[config.mk]
export PLATFORM = sky130hd
export DESIGN_NAME = meter_decrementer
export DESIGN_NICKNAME = d
export VERILOG_FILES = /design/src/rtl/meter_decrementer.sv
export SDC_FILE = /design/constraint.sdc
export NUM_CORES = 1
export LEC_CHECK = 0
export ABC_AREA = 1
export BUFFER_PORTS_ARGS = -buffer_cell sky130_fd_sc_hd__clkbuf_2
export CAP_MARGIN = 20
export CORE_MARGIN = 3
export CORE_UTILIZATION = 63
export CTS_BUF_LIST = sky130_fd_sc_hd__clkbuf_8
export CTS_CLUSTER_SIZE = 12
export DETAILED_ROUTE_END_ITERATION = 7
export PLACE_DENSITY_LB_ADDON = 0.1
export SLEW_MARGIN = 20
export SYNTH_ARGS = -nofsm -noshare
export SYNTH_HDL_FRONTEND = slang
export SYNTH_SLANG_ARGS = --single-unit
export TNS_END_PERCENT = 1
[constraint.sdc]
create_clock -name clk -period 5.2 [get_ports clk]
set_clock_uncertainty 0.15 [all_clocks]
set_input_delay 1.04 -clock clk [delete_from_list [all_inputs] [get_ports clk]]
set_output_delay 1.04 -clock clk [all_outputs]
set_load 0.01 [all_outputs]
[src/rtl/meter_decrementer.sv]
// Seconds countdown meter: 1 s prescaler, saturating add/decrement of BCOUNT,
// and a mode FSM that flashes the display while the count is low or expired.
module meter_decrementer #(
  parameter int unsigned TICK_DIV = 100000000
) (
  input  logic        clk,
  input  logic        reset,
  input  logic        add10,
  input  logic        add180,
  input  logic        add200,
  input  logic        add550,
  input  logic        rst10,
  input  logic        rst205,
  output logic [13:0] BCOUNT,
  output logic        blank,
  output logic        expired
);

  localparam int unsigned PW = $clog2(TICK_DIV);
  localparam logic [PW-1:0] PRESC_MAX  = PW'(TICK_DIV - 1);
  localparam logic [PW-1:0] PRESC_HALF = PW'(TICK_DIV / 2 - 1);

  typedef enum logic [1:0] {
    MODE_ZERO,
    MODE_LOW,
    MODE_NORMAL
  } mode_e;

  logic [PW-1:0] presc_q, presc_d;
  logic [13:0]   count_q, count_d;
  mode_e         mode_q, mode_d;
  logic          blank_q, blank_d;

  logic          tick, half_tick, load;
  logic [14:0]   add_sum, count_sum;

  always_comb begin
    tick      = (presc_q == PRESC_MAX);
    half_tick = (presc_q == PRESC_HALF);
    load      = rst10 | rst205;

    add_sum = (add10  ? 15'd10  : '0) + (add180 ? 15'd180 : '0)
            + (add200 ? 15'd200 : '0) + (add550 ? 15'd550 : '0);
    // decrement only when nonzero, so the 15-bit sum can never underflow
    count_sum = {1'b0, count_q} - 15'(tick && (count_q != '0)) + add_sum;

    if (load) begin
      count_d = rst205 ? 14'd205 : 14'd10;
      presc_d = '0;
    end else begin
      count_d = (count_sum > 15'd9999) ? 14'd9999 : count_sum[13:0];
      presc_d = tick ? '0 : presc_q + PW'(1);
    end

    if (count_d == '0)          mode_d = MODE_ZERO;
    else if (count_d < 14'd200) mode_d = MODE_LOW;
    else                        mode_d = MODE_NORMAL;

    // a mode change or a load restarts the flash phase with digits on
    blank_d = 1'b0;
    if (!load && (mode_d == mode_q)) begin
      case (mode_q)
        MODE_LOW:  blank_d = blank_q ^ tick;
        MODE_ZERO: blank_d = blank_q ^ (tick | half_tick);
        default:   blank_d = 1'b0;
      endcase
    end
  end

  always_ff @(posedge clk) begin
    if (reset) begin
      presc_q <= '0;
      count_q <= '0;
      mode_q  <= MODE_ZERO;
      blank_q <= 1'b0;
    end else begin
      presc_q <= presc_d;
      count_q <= count_d;
      mode_q  <= mode_d;
      blank_q <= blank_d;
    end
  end

  assign BCOUNT  = count_q;
  assign blank   = blank_q;
  assign expired = (count_q == '0);

endmodule

Word-level counts from Yosys, hierarchy flattened --
Cells that the tools add are included.
Cells by class: equal/unequal tests 4, reduce and logical (&&, ||, !) cells 9, add/sub/neg operators 6, $lt $le $gt $ge 2, mux-type cells 10, bitwise logic cells 5
Operators by type and width (number):
- $logic_not 14->1 | 2
- $mux 14 | 2
- $add 27x1->27 const B | 1
- $eq 27x26->1 const B | 1
- $eq 27x27->1 const B | 1
- $mux 8 | 3
- $add 15x11->15 | 1
- $gt 15x14->1 const B | 1
- $sub 14x1->15 | 1
- $lt 14x8->1 const B | 1
- $reduce_bool 14->1 | 1
- $add 10x10->11 | 1
- $add 9x8->10 | 1
- $mux 10 | 1
- $add 4x8->9 | 1
- $mux 2 | 2
- $mux 4 | 1
- $reduce_or 3->1 | 1
- $eq 2x1->1 const B | 1
- $eq 2x2->1 | 1
- $logic_and 1x1->1 | 2
- $logic_not 2->1 | 1
- $or 1x1->1 | 2
- $pmux 1 s2 | 1
- 4 further kinds | 5
Storage, ports and cells: bits of input ports 8, logic and storage cells 40, output and inout bits 16, register bits after elaboration 44

Logic depth before layout (Yosys ltp) --
depth in word-level cells 15, gate-level depth with buffers 33, mapped depth without buffers 32

Worst setup path before layout --
OpenSTA, ideal clock, no wires.
kind input to register, start in add180, end reg blank_q (netlist: blank), buffers on the path 1, setup time 0.064 ns, arrival 3.912 ns, required time 4.986 ns, stages 25, path slack 1.074 ns, cells stage by stage inv_1 -> ha_1 -> inv_1 -> fa_1 -> ha_1 -> inv_1 -> fa_1 -> inv_1 -> nand3_1 -> nand2_2 -> nand2_1 -> nand3b_1 -> nand2_1 -> nor2_1 -> nand3_1 -> nand2_1 -> nand2_2 -> buf_6 -> nand2_1 -> nand2_1 -> nor2_1 -> nand3_2 -> nand2_1 -> inv_1 -> nor2_1
On the way: word-level cells in the longest chain between the ends 15
Ends and longest elaborated chain:
- start, declared | line 9 | input logic add180,
- $mux 8 (*) | line 42 | add_sum = (add10 ? 15'd10 : '0) + (add180 ? 15'd180 : '0)
- $add 4x8->9 (*) | line 42
- $add 9x8->10 (*) | line 43 | + (add200 ? 15'd200 : '0) + (add550 ? 15'd550 : '0);
- $add 10x10->11 (*) | line 43
- $add 15x11->15 (*) | line 45 | count_sum = {1'b0, count_q} - 15'(tick && (count_q != '0)) + add_sum;
- $gt 15x14->1 | line 51 | count_d = (count_sum > 15'd9999) ? 14'd9999 : count_sum[13:0];
- $mux 14 (*) | line 51
- $mux 14 (*) | line 47 | if (load) begin
- $lt 14x8->1 | line 56 | else if (count_d < 14'd200) mode_d = MODE_LOW;
- $mux 2 | line 56
- $mux 2 (*) | line 55 | if (count_d == '0) mode_d = MODE_ZERO;
- $eq 2x2->1 (*) | line 61 | if (!load && (mode_d == mode_q)) begin
- $logic_and 1x1->1 (*) | line 61
- $not 1->1 (no source line) (*)
- $reduce_or 2->1 (no source line) (*)
- end signal, assigned | line 80 | blank_q <= blank_d;
- end, declared | line 32 | logic blank_q, blank_d;
Every way passes the cells marked *; elsewhere a longest branch is shown, timed or not. A chain may end at the register's enable or synchronous reset.

Worst setup path in the final report --
start reg presc_q[1], end reg blank_q (netlist: blank)
On the way: word-level cells in the longest chain between the ends 14
Ends and longest elaborated chain:
- start, declared | line 29 | logic [PW-1:0] presc_q, presc_d;
- start signal, assigned | line 77 | presc_q <= presc_d;
- $eq 27x27->1 | line 38 | tick = (presc_q == PRESC_MAX);
- $logic_and 1x1->1 | line 45
- $sub 14x1->15 | line 45
- $add 15x11->15 | line 45
- $gt 15x14->1 | line 51
- $mux 14 | line 51
- $mux 14 | line 47
- $lt 14x8->1 | line 56
- $mux 2 | line 56
- $mux 2 | line 55
- $eq 2x2->1 | line 61
- $logic_and 1x1->1 | line 61
- $not 1->1 (no source line)
- $reduce_or 2->1 (no source line)
Parallel ways exist; a longest one is shown, timed or not.

==> metrics.md <==
| Metric | Value |
|---|---|
| Status | `finished clean` |
| Max Clk Rate | `217.5 MHz` |
| Wire per inst | `12.01 um` |
| Die width | `77.28 um` |
| Hold Fails Final Rpt | `0` |
| Final Util | `71.79%` |
| Startpoint types | `register` |
| Syn nets | `526` |
| Pwr Density | `323.0 nW/um2` |
| Sequential share of power | `33.0%` |
| First-pass GRT wire length | `12,380 um` |
| Hpwl dp | `5603 um` |
| Area leader, netlist | `dfxtp_1` |
| Vias in the first global route | `2,859` |
| Most frequent cells in the layout | `114 x inv_1, 103 x nand2_1, 44 x dfxtp_1` |
| Worst-Skew Late Latency | `0.29 ns` |
| DR top layer | `met4` |
| DRT antenna net count | `0` |
| Reg clk slew, reported paths | `0.08 ns` |
| Fillers | `410` |
| Placeable Area | `4817 um2` |
| Kind of critical path | `reg2reg` |
| Worst VDD drop | `0.0002562 V` |
| Post-route minimum period | `4.598 ns` |
| ANT cells | `0` |
| Reported max-cap violation count | `0` |
| Yosys reg bits | `44` |
| DR WL met3 | `358 um` |
| Met2 wire len | `3088 um` |
| Largest net degree at the start of global routing | `16` |
| Worst relative slew slack | `64.37%` |
| Post-CTS setup buffer count | `0` |
| Resized Gates After CTS | `0` |
| Cells after Synth | `482` |
| Clk sinks | `44` |
| Worst path bufs/invs | `5` |
| Met1 WL | `3454 um` |
| Comb pwr share | `49.5%` |
| Setup TNS | `0 ns` |
| CP endpoint kind | `register` |
| Synth Cell Area | `3201 um2` |
| Share of the synthesized area in the top cell type | `27.52%` |
| FP Rows | `25` |
| Total Routed Length | `6918 um` |
| Die Footprint | `5971 um2` |
| Port buffer count | `23` |
| Synthesis Warnings | `0` |
| Synth Area per Inst | `6.640 um2` |
| Period Utilization, post-route | `88.42%` |
| Total power | `1.117 mW` |
| Critical path's most frequent cell | `nand2_1` |
| Worst Path Arrival | `4.68 ns` |
| Nets@finish | `553` |
| Routed vias/inst | `5.281` |
| DR iter-0 viols | `224` |
| Die Height | `77.28 um` |
| Worst-margin pin slew | `0.5332 ns` |
| Final setup viols | `0` |
| Starting density of the core | `66.44%` |
| CP max stage cell | `fa_1` |
| Worst EP required | `5.28 ns` |
| Drt pass-1 iters | `4` |
| Max Root-Sink Buffers | `2` |
| Sw frac | `43.34%` |
| Slew Limit Fails | `0` |
| Crit-path max FO | `11` |
| IO Count | `24` |
| Routed vias | `3,042` |
| Global Route Usage Sum | `24.99%` |
| Yosys cell types | `33` |
| RSZ-0062 raised after global routing | `no` |
| Top cell family by delay on the critical path | `simple AND/OR/NAND/NOR gates` |
| CP peak stage delay | `0.38 ns` |
| Initial antenna violation count | `0` |
| CTS H-tree lvls | `2` |
| P_int | `0.6329 mW` |
| Most common cell after layout, fill and taps aside | `inv_1` |
| Hold buffers post-CTS | `0` |
| DRC viols | `0` |
| Tightest Hold Check Type | `reg2reg` |
| Fraction of power consumed by the clock network | `17.5%` |
| CTS buffer count | `5` |
| Gpl congestion | `0.8892` |
| CTS tree | `yes` |
| P_leak | `1.775 nW` |
| Sequential-to-total area share from yosys stat | `27.52%` |
| Synth top area cells | `dfxtp_1 28%, inv_1 13%, nand2_1 12%` |
| Synth-to-layout area growth | `8.053%` |
| Buffer type at the clock tree root | `clkbuf_8` |
| P_sw | `0.4840 mW` |
| Grt ovf | `0` |
| Share of cells above drive strength 1 | `10.41%` |
path summary, 6_finish.rpt:
kind	endpoint	slack, ns	cells past startpoint	from
max reg2reg	blank$_SDFF_PP0_	0.60	29	presc_q[1]$_SDFF_PP0_
min	presc_q[0]$_SDFF_PP0_	0.30	1	presc_q[0]$_SDFF_PP0_
max	blank$_SDFF_PP0_	0.60	29	presc_q[1]$_SDFF_PP0_
min reg2reg	presc_q[0]$_SDFF_PP0_	0.30	1	presc_q[0]$_SDFF_PP0_
layer usage:
| metal | GRT usage (%) | vias up |
|---|---|---|
| li1 | - | 1575 |
| met4 | 4.804 | 0 |
| met1 | 35.19 | 1373 |
| met3 | 4.225 | 2 |
| met5 | 0 | - |
| met2 | 40.41 | 92 |
cells by family (layout without fill, tap and decap cells):
| logic type | after synthesis | in the layout | share of synthesized area (%) |
|---|---|---|---|
| xor gates and xnor gates | 5 | 5 | 1.369 |
| buffers and inverters | 119 | 146 | 14.19 |
| AOI/OAI and AO/OA | 49 | 49 | 8.132 |
| DFF | 44 | 44 | 27.52 |
| adders and majority gates | 36 | 36 | 15.48 |
| and+or+nand+nor | 229 | 229 | 33.31 |
sequential cells by signal, indices dropped and copies added (netlist names):
signal / cells
presc_q: 27
BCOUNT: 14
mode_q: 2
blank: 1
power by group through the flow:
stage | Clock (mW) | Combinational (mW) | Sequential (mW)
after detailed placement | 0 | 0.543 | 0.376
final | 0.196 | 0.553 | 0.368
after global placement | 0 | 0.529 | 0.375
after global routing | 0.212 | 0.635 | 0.370
after floorplan | 0 | 0.440 | 0.379
after CTS | 0.200 | 0.548 | 0.368
synthesized netlist by cell type (all sizes together):
| cell | instances |
|---|---|
| a21o | 1 |
| a21oi | 27 |
| and3 | 1 |
| buf | 1 |
| clkbuf | 2 |
| dfxtp | 44 |
| fa | 6 |
| ha | 30 |
| inv | 116 |
| nand2 | 112 |
| nand3 | 30 |
| nand3b | 5 |
| nand4 | 19 |
| nor2 | 45 |
| nor3 | 8 |
| nor3b | 1 |
| nor4 | 7 |
| o211a | 1 |
| o211ai | 1 |
| o21a | 1 |
| o21ai | 17 |
| o21bai | 1 |
| or2 | 1 |
| xnor2 | 3 |
| xor2 | 2 |
layout make-up:
class / count / area [um2] / share of cell area (%)
multi-input cells: 319 / 1866 / 53.94
flip-flops and latches: 44 / 880.8 / 25.47
inverters: 116 / 435.4 / 12.59
repair buffers: 23 / 115.1 / 3.328
well taps: 67 / 83.83 / 2.424
clock buffers: 5 / 68.82 / 1.990
clock inverters: 2 / 8.758 / 0.2533
through the flow:
stage               std cells  hold slack (ns)  worst slack, ns  instance area [um2]
floorplan                 482           0.2673            1.074                 3201
global placement          569           0.2763           0.7295                 3381
detailed placement        569           0.2851           0.5179                 3381
CTS                       576           0.3009           0.5974                 3458
global route              576           0.3301          0.05129                 3458
finish                    576           0.2982           0.6021                 3458
Note: power is estimated with default switching activity, not from simulation.
